--- src/rtl/jtag_pkg.sv ---
// jtag_pkg
// Shared definitions for the JTAG test logic: instruction opcodes, the
// IR capture pattern, the DR selection type and the TAP state encoding
// used by the TAP controller that drives the strobes into this block.
package jtag_pkg;

  localparam logic [3:0] IR_IDCODE  = 4'h1;
  localparam logic [3:0] IR_USER    = 4'h8;
  localparam logic [3:0] IR_BYPASS  = 4'hF;
  // Low two bits 01 are what the standard mandates on IR capture.
  localparam logic [3:0] IR_CAPTURE = 4'b0101;

  typedef enum logic [1:0] {
    SEL_BYPASS = 2'd0,
    SEL_IDCODE = 2'd1,
    SEL_USER   = 2'd2
  } dr_sel_e;

  // Standard TAP state encoding, shared with the TAP controller.
  typedef enum logic [3:0] {
    TAP_EXIT2_DR   = 4'h0,
    TAP_EXIT1_DR   = 4'h1,
    TAP_SHIFT_DR   = 4'h2,
    TAP_PAUSE_DR   = 4'h3,
    TAP_SELECT_IR  = 4'h4,
    TAP_UPDATE_DR  = 4'h5,
    TAP_CAPTURE_DR = 4'h6,
    TAP_SELECT_DR  = 4'h7,
    TAP_EXIT2_IR   = 4'h8,
    TAP_EXIT1_IR   = 4'h9,
    TAP_SHIFT_IR   = 4'hA,
    TAP_PAUSE_IR   = 4'hB,
    TAP_RUN_IDLE   = 4'hC,
    TAP_UPDATE_IR  = 4'hD,
    TAP_CAPTURE_IR = 4'hE,
    TAP_RESET      = 4'hF
  } tap_state_e;

  // Map an opcode to the data register it selects; anything unknown
  // falls back to BYPASS.
  function automatic dr_sel_e decode_ir(input logic [3:0] op);
    case (op)
      IR_IDCODE: return SEL_IDCODE;
      IR_USER:   return SEL_USER;
      default:   return SEL_BYPASS;
    endcase
  endfunction

endpackage

--- src/rtl/jtag_shift_reg.sv ---
// jtag_shift_reg
// Generic JTAG shift register: parallel capture, then right shift with
// the serial input entering at the MSB (LSB leaves first).
// Ports:
//   clk, rst  - clock (rising edge) and async active-high reset
//   cap       - load cap_val (wins over shift)
//   shift     - shift si in at the MSB
//   si        - serial input
//   cap_val   - parallel capture value
//   q         - register contents
module jtag_shift_reg #(
  parameter int            W       = 4,
  parameter logic [W-1:0]  RST_VAL = '0
) (
  input  logic         clk,
  input  logic         rst,
  input  logic         cap,
  input  logic         shift,
  input  logic         si,
  input  logic [W-1:0] cap_val,
  output logic [W-1:0] q
);

  always_ff @(posedge clk or posedge rst) begin
    if (rst) begin
      q <= RST_VAL;
    end else if (cap) begin
      q <= cap_val;
    end else if (shift) begin
      q <= {si, q[W-1:1]};
    end
  end

endmodule

--- src/rtl/jtag_tdr_block.sv ---
// jtag_tdr_block
// Instruction register and test-data-register bank (BYPASS, IDCODE,
// USER) sitting behind the TAP controller.
// Ports:
//   tck, trst        - JTAG clock and async active-high reset
//   tdi              - serial data in
//   cdr/sdr/udr      - TAP capture/shift/update DR strobes
//   cir/sir/uir      - TAP capture/shift/update IR strobes
//   user_cap         - parallel value captured into USER
//   tdo, tdo_oe      - serial data out and its drive enable
//   ir_out           - active instruction
//   user_upd         - last value transferred out of USER on update
//   user_upd_vld     - one-cycle pulse when user_upd is written
module jtag_tdr_block
  import jtag_pkg::*;
#(
  parameter int          IR_W       = 4,
  parameter int          USER_W     = 16,
  parameter logic [31:0] IDCODE_VAL = 32'h1234_5A5B
) (
  input  logic              tck,
  input  logic              trst,
  input  logic              tdi,
  input  logic              cdr,
  input  logic              sdr,
  input  logic              udr,
  input  logic              cir,
  input  logic              sir,
  input  logic              uir,
  input  logic [USER_W-1:0] user_cap,
  output logic              tdo,
  output logic              tdo_oe,
  output logic [IR_W-1:0]   ir_out,
  output logic [USER_W-1:0] user_upd,
  output logic              user_upd_vld
);

  if (IDCODE_VAL[0] != 1'b1) begin : g_bad_idcode
    $error("jtag_tdr_block: IDCODE_VAL bit 0 must be 1");
  end

  localparam logic [IR_W-1:0] OP_IDCODE = IR_W'(IR_IDCODE);
  localparam logic [IR_W-1:0] OP_USER   = IR_W'(IR_USER);
  localparam logic [IR_W-1:0] OP_CAP    = IR_W'(IR_CAPTURE);

  logic [IR_W-1:0]   ir_sr;
  logic [USER_W-1:0] usr_sr;
  logic              id_so;
  logic [31:1]       id_hi_unused;
  logic              byp;
  dr_sel_e           sel;

  // Decoded from the registered IR, so a DR op coincident with uir still
  // sees the previous instruction.
  always_comb begin
    sel = SEL_BYPASS;
    if (ir_out == OP_IDCODE)    sel = SEL_IDCODE;
    else if (ir_out == OP_USER) sel = SEL_USER;
  end

  jtag_shift_reg #(.W(IR_W), .RST_VAL(OP_CAP)) u_ir_sr (
    .clk     (tck),
    .rst     (trst),
    .cap     (cir),
    .shift   (sir),
    .si      (tdi),
    .cap_val (OP_CAP),
    .q       (ir_sr)
  );

  always_ff @(posedge tck or posedge trst) begin
    if (trst) begin
      ir_out <= OP_IDCODE;
    end else if (uir && !cir && !sir) begin
      ir_out <= ir_sr;
    end
  end

  // Only the LSB of IDCODE is ever observed; the rest just shifts down.
  jtag_shift_reg #(.W(32), .RST_VAL(32'h0)) u_id_sr (
    .clk     (tck),
    .rst     (trst),
    .cap     (cdr && sel == SEL_IDCODE),
    .shift   (sdr && sel == SEL_IDCODE),
    .si      (tdi),
    .cap_val (IDCODE_VAL),
    .q       ({id_hi_unused, id_so})
  );

  jtag_shift_reg #(.W(USER_W), .RST_VAL('0)) u_usr_sr (
    .clk     (tck),
    .rst     (trst),
    .cap     (cdr && sel == SEL_USER),
    .shift   (sdr && sel == SEL_USER),
    .si      (tdi),
    .cap_val (user_cap),
    .q       (usr_sr)
  );

  always_ff @(posedge tck or posedge trst) begin
    if (trst) begin
      byp <= 1'b0;
    end else if (sel == SEL_BYPASS) begin
      if (cdr)      byp <= 1'b0;
      else if (sdr) byp <= tdi;
    end
  end

  always_ff @(posedge tck or posedge trst) begin
    if (trst) begin
      user_upd     <= '0;
      user_upd_vld <= 1'b0;
    end else begin
      user_upd_vld <= 1'b0;
      if (udr && !cdr && !sdr && sel == SEL_USER) begin
        user_upd     <= usr_sr;
        user_upd_vld <= 1'b1;
      end
    end
  end

  always_comb begin
    tdo = 1'b0;
    if (sir) begin
      tdo = ir_sr[0];
    end else if (sdr) begin
      case (sel)
        SEL_IDCODE: tdo = id_so;
        SEL_USER:   tdo = usr_sr[0];
        default:    tdo = byp;
      endcase
    end
  end

  assign tdo_oe = sir | sdr;

endmodule

--- config.mk ---
export PLATFORM = sky130hd
export DESIGN_NAME = jtag_tdr_block
export DESIGN_NICKNAME = d
export VERILOG_FILES = /design/src/rtl/jtag_pkg.sv /design/src/rtl/jtag_shift_reg.sv /design/src/rtl/jtag_tdr_block.sv
export SDC_FILE = /design/constraint.sdc
export NUM_CORES = 1
export LEC_CHECK = 0
export BUFFER_PORTS_ARGS = -buffer_cell sky130_fd_sc_hd__buf_2
export CAP_MARGIN = 20
export CORE_AREA = 2 2 89 91
export DETAILED_ROUTE_END_ITERATION = 10
export DIE_AREA = 0 0 91 93
export SETUP_SLACK_MARGIN = 0.05
export SKIP_CTS_REPAIR_TIMING = 1
export SYNTH_ARGS = -nofsm -noshare
export SYNTH_HDL_FRONTEND = slang
export SYNTH_SLANG_ARGS = --single-unit
--- constraint.sdc ---
create_clock -name tck -period 3.85 [get_ports tck]
set_input_delay 0.5775 -clock tck [delete_from_list [all_inputs] [get_ports tck]]
set_output_delay 0.5775 -clock tck [all_outputs]
set_load 0.01 [all_outputs]
# After elaboration in Yosys (flattened, before gate mapping)
# Index checks and enable logic that the tools add are counted.
# Widths: inputs -> output; s select.
dict set report classes {
  n_eq_ne 4
  muxes 14
  n_bitwise 1
  n_reduce_logical 19
}
# cell n
set ops {}
lappend ops {{$mux 32} 2}
lappend ops {{$mux 16} 2}
lappend ops {{$logic_and 1x1->1} 9}
lappend ops {{$mux 4} 2}
lappend ops {{$reduce_bool 2->1} 4}
lappend ops {{$mux 1} 5}
lappend ops {{$eq 4x1->1 const B} 1}
lappend ops {{$eq 4x4->1 const B} 1}
lappend ops {{$logic_not 1->1} 4}
lappend ops {{$mux 2} 2}
lappend ops {{$eq 2x1->1 const B} 1}
lappend ops {{$eq 2x2->1 const B} 1}
lappend ops {{$logic_not 2->1} 1}
lappend ops {{$pmux 1 s2} 1}
lappend ops {{$reduce_and 2->1} 1}
lappend ops {{$or 1x1->1} 1}
dict set report totals {
  ff_bits 74
  out_inout_bits 23
  elab_cells 45
}

# Depth between registers and ports, before layout
dict set report logic_depth {
  depth_word 7
  mapped_depth 5
  ltp_nobuf 3
}

# Cells and area by module
# Synthesis repeated with hierarchy kept, for this count alone.
dict set report unflattened {
  cells_unflattened 298
  hier_area_um2 3473.3
}
# mod instances cells_each area_per_inst_um2 seq_area_each_um2
set by_module_without_submodules {}
lappend by_module_without_submodules {{jtag_shift_reg (u_id_sr)} 1 140 1519.0 800.8}
lappend by_module_without_submodules {jtag_tdr_block 1 70 1013.5 551.8}
lappend by_module_without_submodules {{jtag_shift_reg (u_usr_sr)} 1 70 748.2 400.4}
lappend by_module_without_submodules {{jtag_shift_reg (u_ir_sr)} 1 18 192.7 102.6}

# Worst setup path before layout
# OpenSTA, ideal clock, no wires.
dict set report synth_path {
  kind {input to output}
  start {input sir}
  end {output tdo}
  arrival_ps 1222
  required_ps 3273
  slack_ps 2050
  stages 4
  path_cell_list {clkbuf_1 -> nor2b_1 -> o311ai_0 -> nand3_1}
}
dict set report synth_between {
  elab_chain_cells 1
}
# element line
set synth_rtl {}
lappend synth_rtl {{start: declaration} jtag_tdr_block.sv:28} ;# input logic sir,
lappend synth_rtl {{$mux 1} jtag_tdr_block.sv:124} ;# if (sir) begin
lappend synth_rtl {{end: declaration} jtag_tdr_block.sv:31} ;# output logic tdo,
# Every way passes these cells.

# Worst setup path in the final report
dict set report layout_path {
  start {register ir_out[0]}
  end {output tdo}
}
dict set report layout_between {
  elab_chain_cells 7
  elab_cells_between_ends 9
  cone_classes {eq/ne: 4; mux: 5}
}
# element line
set layout_rtl {}
lappend layout_rtl {{start: declaration} jtag_tdr_block.sv:33} ;# output logic [IR_W-1:0] ir_out,
lappend layout_rtl {{start signal: assignment} jtag_tdr_block.sv:75} ;# ir_out <= ir_sr;
lappend layout_rtl {{$eq 4x4->1} jtag_tdr_block.sv:58} ;# else if (ir_out == OP_USER) sel = SEL_USER;
lappend layout_rtl {{$mux 2} jtag_tdr_block.sv:58}
lappend layout_rtl {{$mux 2 *} jtag_tdr_block.sv:57} ;# if (ir_out == OP_IDCODE) sel = SEL_IDCODE;
lappend layout_rtl {{$eq 2x2->1 or $eq 2x1->1 (tied branches)} jtag_tdr_block.sv:127} ;# case (sel)
lappend layout_rtl {{$pmux 1 s2 *} jtag_tdr_block.sv:127}
lappend layout_rtl {{$mux 1 *} jtag_tdr_block.sv:126} ;# end else if (sdr) begin
lappend layout_rtl {{$mux 1 *} jtag_tdr_block.sv:124}
# Mark *: on every way between the ends. The rest lies on a longest branch, timed or not.

==> metrics.txt <==
Hold Vio Cnt, Final 0; Final Critical Period 2270 ps; Worst VDD drop 0.000280 V; fin nets 327; total die area 8460 um^2; Iter 0 DRT Violations 93; Worst Tran Pin Value 946 ps; die width 91 um; worst setup path category reg2out; DR vias 2055; count of final setup violators 0; post-DP HPWL 3880 um; Req. time, crit path 3270 ps; worst hold-check path type in2async; RSZ-0062 raised after global routing false; Period Utilization, post-route 0.590; Routed WL per cell 14.8 um; overall routed net length 6070 um; Area growth syn-to-layout 16.8%; syn nets 280; Worst-path clk slew 80 ps; initial antenna violation count 0; clock buffer count from CTS 9; yosys warns 0; CTS tree yes; cell row count 32; status finished clean; leakage 1.95 nW; post-route ant nets 0; hold_ws 200 ps; layout cells sized above 1 0.375; Initial Util 0.432; ANT cells 0; first-pass GRT wire length 10000 um; setup_tns 0 ps; clock insertion delay at the later pin of the skew report 350 ps; largest net degree at the start of global routing 53; drt first pass iters 4; Die H 93 um; Core Region 7530 um^2; Max FO, Critical Path 8; Cells after Synth 255; CTS root buf clkbuf_8; PortBufs 47; flip-flop and latch count after synthesis 74; residual DRC count 0; max capacitance violation total 0; fmax 0.440 GHz; Power, Total 2.34 mW; PD cells 614 nW/um^2; arrival time worst endpoint 1690 ps; H-tree depth 3; GRT overflow 0; Setup crit end kind primary output; Mapped Area 3250 um^2; fillers 689; vias in the first global route 2020; Slew HR 0.369; Clock Path Buffers 2; Via density 5.02; Yosys cell types 34; IO Pins 48; Avg Cell Area, Syn 12.8 um^2; Critical Path Start Type register; Final Wtd Congestion 0.748; CTS Sinks 74; post-synthesis sequential area ratio 0.570; Final Skew 10.9 ps; GR Util All Layers 0.151; pins over their slew limit 0
[state kept, by name, indices dropped and copies added, names as in the netlist]
| signal | count |
|---|---|
| u_ir_sr.q | 4 |
| u_id_sr.q | 32 |
| u_usr_sr.q | 16 |
| user_upd_vld | 1 |
| user_upd | 16 |
| byp | 1 |
| ir_out | 4 |
[through the flow]
stage	setup WS (ps)	instance area, um^2	cells	util
floorplan	1400	3250	255	-
global placement	1370	3560	391	0.473
detailed placement	1350	3560	391	0.473
CTS	1550	3790	407	0.503
global route	1420	3800	409	0.505
finish	1580	3800	409	0.505
[cell type report]
| cell class | instances | area, um^2 | area share |
|---|---|---|---|
| sequential | 74 | 1860 | 0.488 |
| inverter | 16 | 60.1 | 0.0158 |
| tap | 102 | 128 | 0.0336 |
| clock inverter | 7 | 101 | 0.0267 |
| multi-input combinational | 149 | 1260 | 0.331 |
| clock buffer | 9 | 124 | 0.0326 |
| timing repair buffer | 52 | 273 | 0.0718 |
[worst paths after layout]
check | from | end | slack [ps] | depth (start not counted)
max | ir_out[0]$_DFFE_PP1P_ | tdo | 1580 | 4
min | trst | u_id_sr.q[26]$_DFFE_PP0P_ | 200 | 2
max reg2reg | ir_out[1]$_DFFE_PP0P_ | user_upd[7]$_DFFE_PP0P_ | 2080 | 3
min reg2reg | u_id_sr.q[31]$_DFFE_PP0P_ | u_id_sr.q[31]$_DFFE_PP0P_ | 500 | 1
max in group asynchronous | trst | u_ir_sr.q[2]$_DFFE_PP1P_ | 2820 | 3
min in group tck | cir | u_ir_sr.q[3]$_DFFE_PP0P_ | 450 | 2
[synthesized netlist by cell type (all sizes together)]
master / n / area share
dfrtp: 71 / 0.55
mux2: 38 / 0.14
nor2: 27 / 0.032
inv: 16 / 0.018
mux2i: 16 / 0.049
o2bb2ai: 15 / 0.040
a22oi: 14 / 0.032
nor2b: 13 / 0.025
buf: 12 / 0.021
nand3: 5 / 0.012
clkbuf: 4 / 0.0046
and3b: 3 / 0.0081
dfstp: 3 / 0.024
nand2: 3 / 0.0035
a211o: 2 / 0.0054
o311ai: 2 / 0.0054
a21oi: 1 / 0.0015
a32oi: 1 / 0.0027
nand3b: 1 / 0.0023
nand4bb: 1 / 0.0035
nor3b: 1 / 0.0023
nor4b: 1 / 0.0073
o211ai: 1 / 0.0023
o21ai: 1 / 0.0015
or2: 1 / 0.0019
or4b: 1 / 0.0031
xnor2: 1 / 0.0027
[logic make-up (layout without fill, tap and decap cells)]
| kind of cell | Yosys count | count (layout) | share of synthesized area |
|---|---|---|---|
| flip-flops | 74 | 74 | 0.570 |
| AND/OR/NAND/NOR | 57 | 57 | 0.100 |
| multiplexers | 54 | 54 | 0.191 |
| buffers and inverters | 32 | 84 | 0.0438 |
| AO/OA/AOI/OAI | 37 | 37 | 0.0915 |
| XOR/XNOR | 1 | 1 | 0.00269 |
[worst max-delay path: stages, from the launching register on]
cell and delay (ps):
dfstp_2 640, xnor2_1 130, o311ai_0 310, nand3_1 120
buf_2 150
[power by group]
part	internal (mW)	total [mW]	switching, mW
combinational	0.269	0.469	0.199
clock	0.370	0.682	0.312
sequential	1.03	1.18	0.157
[per-layer routing]
| layer | wire [um] | track usage | part of all wire | up-vias |
|---|---|---|---|---|
| met5 | 0 | 0 | 0 | - |
| met4 | 63 | 0.0530 | 0.010 | 0 |
| met3 | 312 | 0.0475 | 0.051 | 5 |
| met2 | 2660 | 0.218 | 0.44 | 49 |
| met1 | 3030 | 0.214 | 0.50 | 1007 |
| li1 | - | - | - | 994 |
[cells in the final DEF (no fill, tap or decap), types with 2 or more instances in the layout]
master | synthesis | layout
inv_6 | 0 | 2
o2bb2ai_1 | 15 | 15
clkinvlp_4 | 0 | 2
nand3_1 | 4 | 4
nand2_1 | 3 | 3
buf_4 | 2 | 5
bufinv_16 | 0 | 2
and3b_1 | 3 | 3
a211o_1 | 2 | 2
buf_2 | 6 | 47
mux2i_1 | 16 | 16
dfstp_2 | 3 | 3
nor2_1 | 26 | 26
a22oi_1 | 14 | 14
mux2_4 | 9 | 9
dfrtp_1 | 71 | 71
mux2_2 | 29 | 29
inv_1 | 16 | 15
clkbuf_8 | 0 | 9
nor2b_1 | 13 | 13
Power figures use the tool's default switching activity.
